**src/rtl/matrix_to_sevenseg.sv**
```systemverilog
// Rebuilds strobed 4x8 LED-matrix scans into active-low seven-segment codes and flags malformed frames.
// Optional `FRAME_AGREE_EN: a clean code is committed only when it matches the previous clean decode.
module matrix_to_sevenseg #(
    parameter int SETTLE    = 4,
    parameter int TIMEOUT_W = 16
) (
    input  logic       clk,
    input  logic       reset,
    input  logic [7:0] io_out,
    input  logic [3:0] io_col,
    output logic [7:0] seg_out,
    output logic       frame_valid,
    output logic       frame_err,
    output logic       stale
);
    localparam int SW = $clog2(SETTLE + 1);
    // Rows carrying segment pixels in column 0, columns 1/2 and column 3.
    localparam logic [7:0] MASK0  = 8'h36;
    localparam logic [7:0] MASK12 = 8'h49;
    localparam logic [7:0] MASK3  = 8'hB6;

    typedef enum logic [1:0] {HUNT, CAP, DECODE} state_t;

    logic [7:0]           out_m, out_q, rows_s;
    logic [3:0]           col_m, col_q, col_s, col_prev;
    logic                 col_legal, col_changed, settled, sample, bad_hold;
    logic [1:0]           col_idx, exp_col;
    logic [SW-1:0]        settle_cnt;
    logic [TIMEOUT_W-1:0] idle_cnt;
    logic [7:0]           frame [4];
    logic [7:0]           seg_dec;
    logic                 blank_lit, cap_err, dec_err, dec_ok, commit;
    state_t               state;

    always_ff @(posedge clk or posedge reset) begin
        if (reset) begin
            out_m <= '1;
            out_q <= '1;
            col_m <= '1;
            col_q <= '1;
        end else begin
            out_m <= io_out;
            out_q <= out_m;
            col_m <= io_col;
            col_q <= col_m;
        end
    end

    assign rows_s    = ~out_q;
    assign col_s     = ~col_q;
    assign col_legal = (col_s != 4'd0) && ((col_s & (col_s - 4'd1)) == 4'd0);

    always_comb begin
        col_idx = 2'd0;
        for (int i = 0; i < 4; i++)
            if (col_s[i]) col_idx = 2'(i);
    end

    // Sample fires on the cycle the counter steps onto SETTLE-1, once per column phase.
    assign col_changed = (col_s != col_prev);
    assign settled     = !col_changed && (settle_cnt == SW'(SETTLE - 2));
    assign sample      = settled && col_legal;
    assign bad_hold    = settled && !col_legal;

    always_ff @(posedge clk or posedge reset) begin
        if (reset) begin
            col_prev   <= 4'd0;
            settle_cnt <= '0;
            idle_cnt   <= '0;
        end else begin
            col_prev <= col_s;
            if (col_changed)
                settle_cnt <= '0;
            else if (settle_cnt != SW'(SETTLE))
                settle_cnt <= settle_cnt + 1'b1;
            if (col_changed && col_legal)
                idle_cnt <= '0;
            else if (!(&idle_cnt))
                idle_cnt <= idle_cnt + 1'b1;
        end
    end

    assign stale = &idle_cnt;

    // Segment order {dp,g,f,e,d,c,b,a}; a segment is on when either pixel of its pair is lit.
    assign seg_dec = ~{frame[3][7],
                       frame[1][3] | frame[2][3],
                       frame[0][1] | frame[0][2],
                       frame[0][4] | frame[0][5],
                       frame[1][6] | frame[2][6],
                       frame[3][4] | frame[3][5],
                       frame[3][1] | frame[3][2],
                       frame[1][0] | frame[2][0]};
    assign blank_lit = (|(frame[0] & ~MASK0))  || (|(frame[1] & ~MASK12)) ||
                       (|(frame[2] & ~MASK12)) || (|(frame[3] & ~MASK3));

    assign cap_err = (state == CAP) && ((sample && (col_idx != exp_col)) || bad_hold);
    assign dec_err = (state == DECODE) && blank_lit;
    assign dec_ok  = (state == DECODE) && !blank_lit;

`ifdef FRAME_AGREE_EN
    logic [7:0] hold;

    always_ff @(posedge clk or posedge reset) begin
        if (reset)
            hold <= 8'hFF;
        else if (cap_err || dec_err)
            hold <= 8'hFF;
        else if (dec_ok)
            hold <= seg_dec;
    end

    assign commit = dec_ok && (seg_dec == hold);
`else
    assign commit = dec_ok;
`endif

    always_ff @(posedge clk or posedge reset) begin
        if (reset) begin
            state       <= HUNT;
            exp_col     <= 2'd0;
            for (int i = 0; i < 4; i++) frame[i] <= 8'd0;
            seg_out     <= 8'hFF;
            frame_valid <= 1'b0;
            frame_err   <= 1'b0;
        end else begin
            frame_valid <= commit;
            frame_err   <= cap_err || dec_err;
            if (commit) seg_out <= seg_dec;
            case (state)
                HUNT: begin
                    if (sample && (col_idx == 2'd0)) begin
                        frame[0] <= rows_s;
                        exp_col  <= 2'd1;
                        state    <= CAP;
                    end
                end
                CAP: begin
                    if (sample) begin
                        if (col_idx == exp_col) begin
                            frame[col_idx] <= rows_s;
                            if (exp_col == 2'd3) state <= DECODE;
                            else exp_col <= exp_col + 2'd1;
                        end else if (col_idx == 2'd0) begin
                            frame[0] <= rows_s;
                            exp_col  <= 2'd1;
                        end else begin
                            state <= HUNT;
                        end
                    end else if (bad_hold) begin
                        state <= HUNT;
                    end
                end
                DECODE: begin
                    exp_col <= 2'd0;
                    state   <= CAP;
                end
                default: state <= HUNT;
            endcase
        end
    end
endmodule

```
**config.mk**
```make
export PLATFORM = sky130hd
export DESIGN_NAME = matrix_to_sevenseg
export DESIGN_NICKNAME = d
export VERILOG_FILES = /design/src/rtl/matrix_to_sevenseg.sv
export SDC_FILE = /design/constraint.sdc
export NUM_CORES = 1
export LEC_CHECK = 0
export CORE_ASPECT_RATIO = 0.75
export CORE_MARGIN = 10
export CORE_UTILIZATION = 35
export CTS_BUF_LIST = sky130_fd_sc_hd__clkbuf_4 sky130_fd_sc_hd__clkbuf_8
export DETAILED_ROUTE_END_ITERATION = 8
export SLEW_MARGIN = 10
export SYNTH_ARGS = -nofsm -noshare
export SYNTH_HDL_FRONTEND = slang
export SYNTH_SLANG_ARGS = --single-unit
```
**constraint.sdc**
```tcl
create_clock -name clk -period 3 [get_ports clk]
set_clock_uncertainty 0.15 [all_clocks]
set_input_delay 0.3 -clock clk [delete_from_list [all_inputs] [get_ports clk]]
set_output_delay 0.3 -clock clk [all_outputs]
set_load 0.01 [all_outputs]
```
==> metrics.txt <==
post-DP HPWL=5340 um; CP max stage delay=0.54 ns; worst-margin pin slew=0.763 ns; CP Data Arrival Time=2.29 ns; share of cells above drive strength 1=0.182; final critical-path share of the clock period=0.913; peak supply drop=0.000229 V; cell with the largest stage delay on the worst path=sky130_fd_sc_hd__clkdlybuf4s50_1; Root Buffer=sky130_fd_sc_hd__clkbuf_8; RR Startpoint=col_q[3]; worst reg2reg path depth=5; RSZ-0062 raised after global routing=no; Longest Clk Path Bufs=2; first-iteration detailed-routing DRC count=121; commonest register cell after synthesis=sky130_fd_sc_hd__dfrtp_1; drc violations=0; max_cap viols=0; crit-path max FO=5; endpoint kind of the worst setup timing path=output pin; antenna violations before repair=0; library cell with the highest instance count after synthesis=sky130_fd_sc_hd__dfrtp_1; Post-CTS Setup Repair Bufs=0; n_diodes=0; power density over cell area=540 nW/um^2; initial core utilization=0.361; static leakage=2.06 nW; Netlist Area Pre-Place=3980 sq um; count of flip-flops with a built-in enable after synthesis=0; number of unique standard cell types used by synthesis=50; # rows=33; worst-case headroom to the max-slew limit=0.486; count of pins over their slew limit=0; setup slack, reg-to-reg=0.30 ns; drt via density=4.90; Power Total=2.51 mW; portion of the post-synthesis area used by sequential elements=0.595; post_cts resized=0; port buffer count=24; wire length of the first global-routing pass=13100 um; post-synth top area share=0.383; status=finished clean; min-delay worst type=primary input to asynchronous set/reset pin; number of inserted filler cells in the final layout=1004; total number of clock tree sinks=93; synthesized instance count=338; Area Overhead vs Synth=16.7%; Final nets=388; vias in the first global route=2579; multi-input gate area in the final layout=1430 sq um; dominant cell type by area after synthesis=sky130_fd_sc_hd__dfrtp_1; Final ANT Viol Nets=0; TritonCTS clock tree=yes; detail-routed net length per standard cell=14.8 um; drt total wl=7620 um; detailed-routing iteration count for the pre-antenna-repair pass=4; critical path, cell by cell=nand4_1 -> or2_2 -> nor3_1 -> buf_4 -> clkdlybuf4s50_1; path length in cells of the critical path=5; critical path class=flip-flop to output pin; endpoint of the lowest-slack register-to-register path=exp_col[0]; Worst setup SP type=flip-flop; area taken by flip-flops and latches=2370 sq um; cells taking the most area after synthesis=sky130_fd_sc_hd__dfrtp_1 38%, sky130_fd_sc_hd__dfstp_2 21%, sky130_fd_sc_hd__mux2i_1 6.5%; Final Critical Period=2.74 ns; largest net degree at the start of global routing=40; leading post-synthesis cells by instance count=61 x sky130_fd_sc_hd__dfrtp_1, 34 x sky130_fd_sc_hd__inv_1, 32 x sky130_fd_sc_hd__dfstp_2; core footprint=11000 sq um; floorplan die width=143 um; GPL Wtd Cong=0.864; CP Data Required Time=2.55 ns; all-layer global routing usage=0.100; net count after synthesis=357; fraction of registers with async set or reset after synthesis=1.00; number of hold violations in the final report=0; total of endpoints with negative setup slack in the final report=0; clock latency reported for the late side of the worst-skew pair=0.36 ns; Sum Neg Setup Slack=0 ns; H-tree depth=3; count of warnings emitted by yosys=0; highest clock frequency the design can meet=365 MHz; clock buffer count from CTS=9; count of boundary I/O pins=25; area of the die=16100 sq um; cell family with the largest share of critical-path delay=simple AND/OR/NAND/NOR gates; CP Buf/Inv Count=2; global route total overflow=0; die height=112 um; flip-flop and latch count after synthesis=93; synthesized area per cell=11.8 sq um; total number of vias=2520; # hold bufs at CTS=0; clock-pin slew reported for the worst setup and hold paths after clock tree synthesis=0.09 ns
## sequential cells by signal, indices dropped and copies added, names as in the netlist
signal / count
out_m: 8
settle_cnt: 3
state: 2
exp_col: 2
col_prev: 4
idle_cnt: 16
col_q: 4
frame_err: 1
seg_out: 8
col_m: 4
frame: 32
frame_valid: 1
out_q: 8
## metal layers
metal / up-vias / GRT usage / part of all wire
met5: - / 0 / 0
met2: 39 / 0.138 / 0.42
li1: 1221 / - / -
met1: 1244 / 0.142 / 0.52
met4: 0 / 0.0322 / 0.016
met3: 16 / 0.0375 / 0.047
## worst reg2reg max path: stages, from the launching register on
cell and delay (ns):
sky130_fd_sc_hd__dfstp_2 0.69, sky130_fd_sc_hd__xor2_1 0.20, sky130_fd_sc_hd__nand4_2 0.22, sky130_fd_sc_hd__or2_1 0.30
sky130_fd_sc_hd__o41ai_1 0.64, sky130_fd_sc_hd__mux2_2 0.41
## logic make-up after synthesis
logic type / Yosys count / synth area share
AOI/OAI and AO/OA: 38 / 0.0695
xor gates and xnor gates: 19 / 0.0418
adders and majority gates: 5 / 0.0157
buffers and inverters: 44 / 0.0462
DFF: 93 / 0.595
muxes: 34 / 0.0880
and+or+nand+nor: 105 / 0.144
## report_power, final
part           internal [mW]  switching, mW  leakage (nW)
sequential              1.31         0.0454          1.17
clock                  0.594          0.424         0.127
combinational         0.0592         0.0749         0.763
total                   1.96          0.544          2.06
## stage by stage
stage | setup WS, ns | instances | util | hold WS, ns | area [sq um]
2_1_floorplan | 0.183 | 338 | - | 0.154 | 3980
3_3_place_gp | 0.361 | 498 | 0.399 | 0.196 | 4400
3_5_place_dp | 0.330 | 498 | 0.399 | 0.197 | 4400
4_1_cts | 0.253 | 514 | 0.422 | 0.162 | 4650
5_1_grt | 0.119 | 514 | 0.422 | 0.165 | 4650
6_report | 0.260 | 514 | 0.422 | 0.162 | 4650
## cells in the final DEF (no fill, tap or decap), drive strengths merged, types with 7 or more instances in the layout
cell type      Yosys  routed
nor3              11      11
xnor2             12      12
clkdlybuf4s50      0      24
inv               34      33
nor4               8       8
xor2               7       7
nand2             12      12
clkbuf             4      12
mux2i             26      26
a21oi              7       7
dfrtp             61      61
nand3             14      14
o2bb2ai            8       8
dfstp             32      32
mux2               8       8
nor2              28      28
## final cells by class
class,instances,area share
sequential,93,0.509
clock inverter,4,0.0205
inverter,34,0.0277
tap,140,0.0377
timing repair buffer,30,0.0641
multi-input combinational,201,0.308
clock buffer,12,0.0328
## worst max path at each step
stage                     start           to  slack, ns
CTS                 idle_cnt[7]        stale       0.25
floorplan                 reset  col_prev[0]       0.18
global route        idle_cnt[7]        stale       0.12
finish              idle_cnt[7]        stale       0.26
global placement       col_q[3]    frame[19]       0.36
detailed placement     col_q[3]    frame[18]       0.33
(Power assumes the default switching activity.)
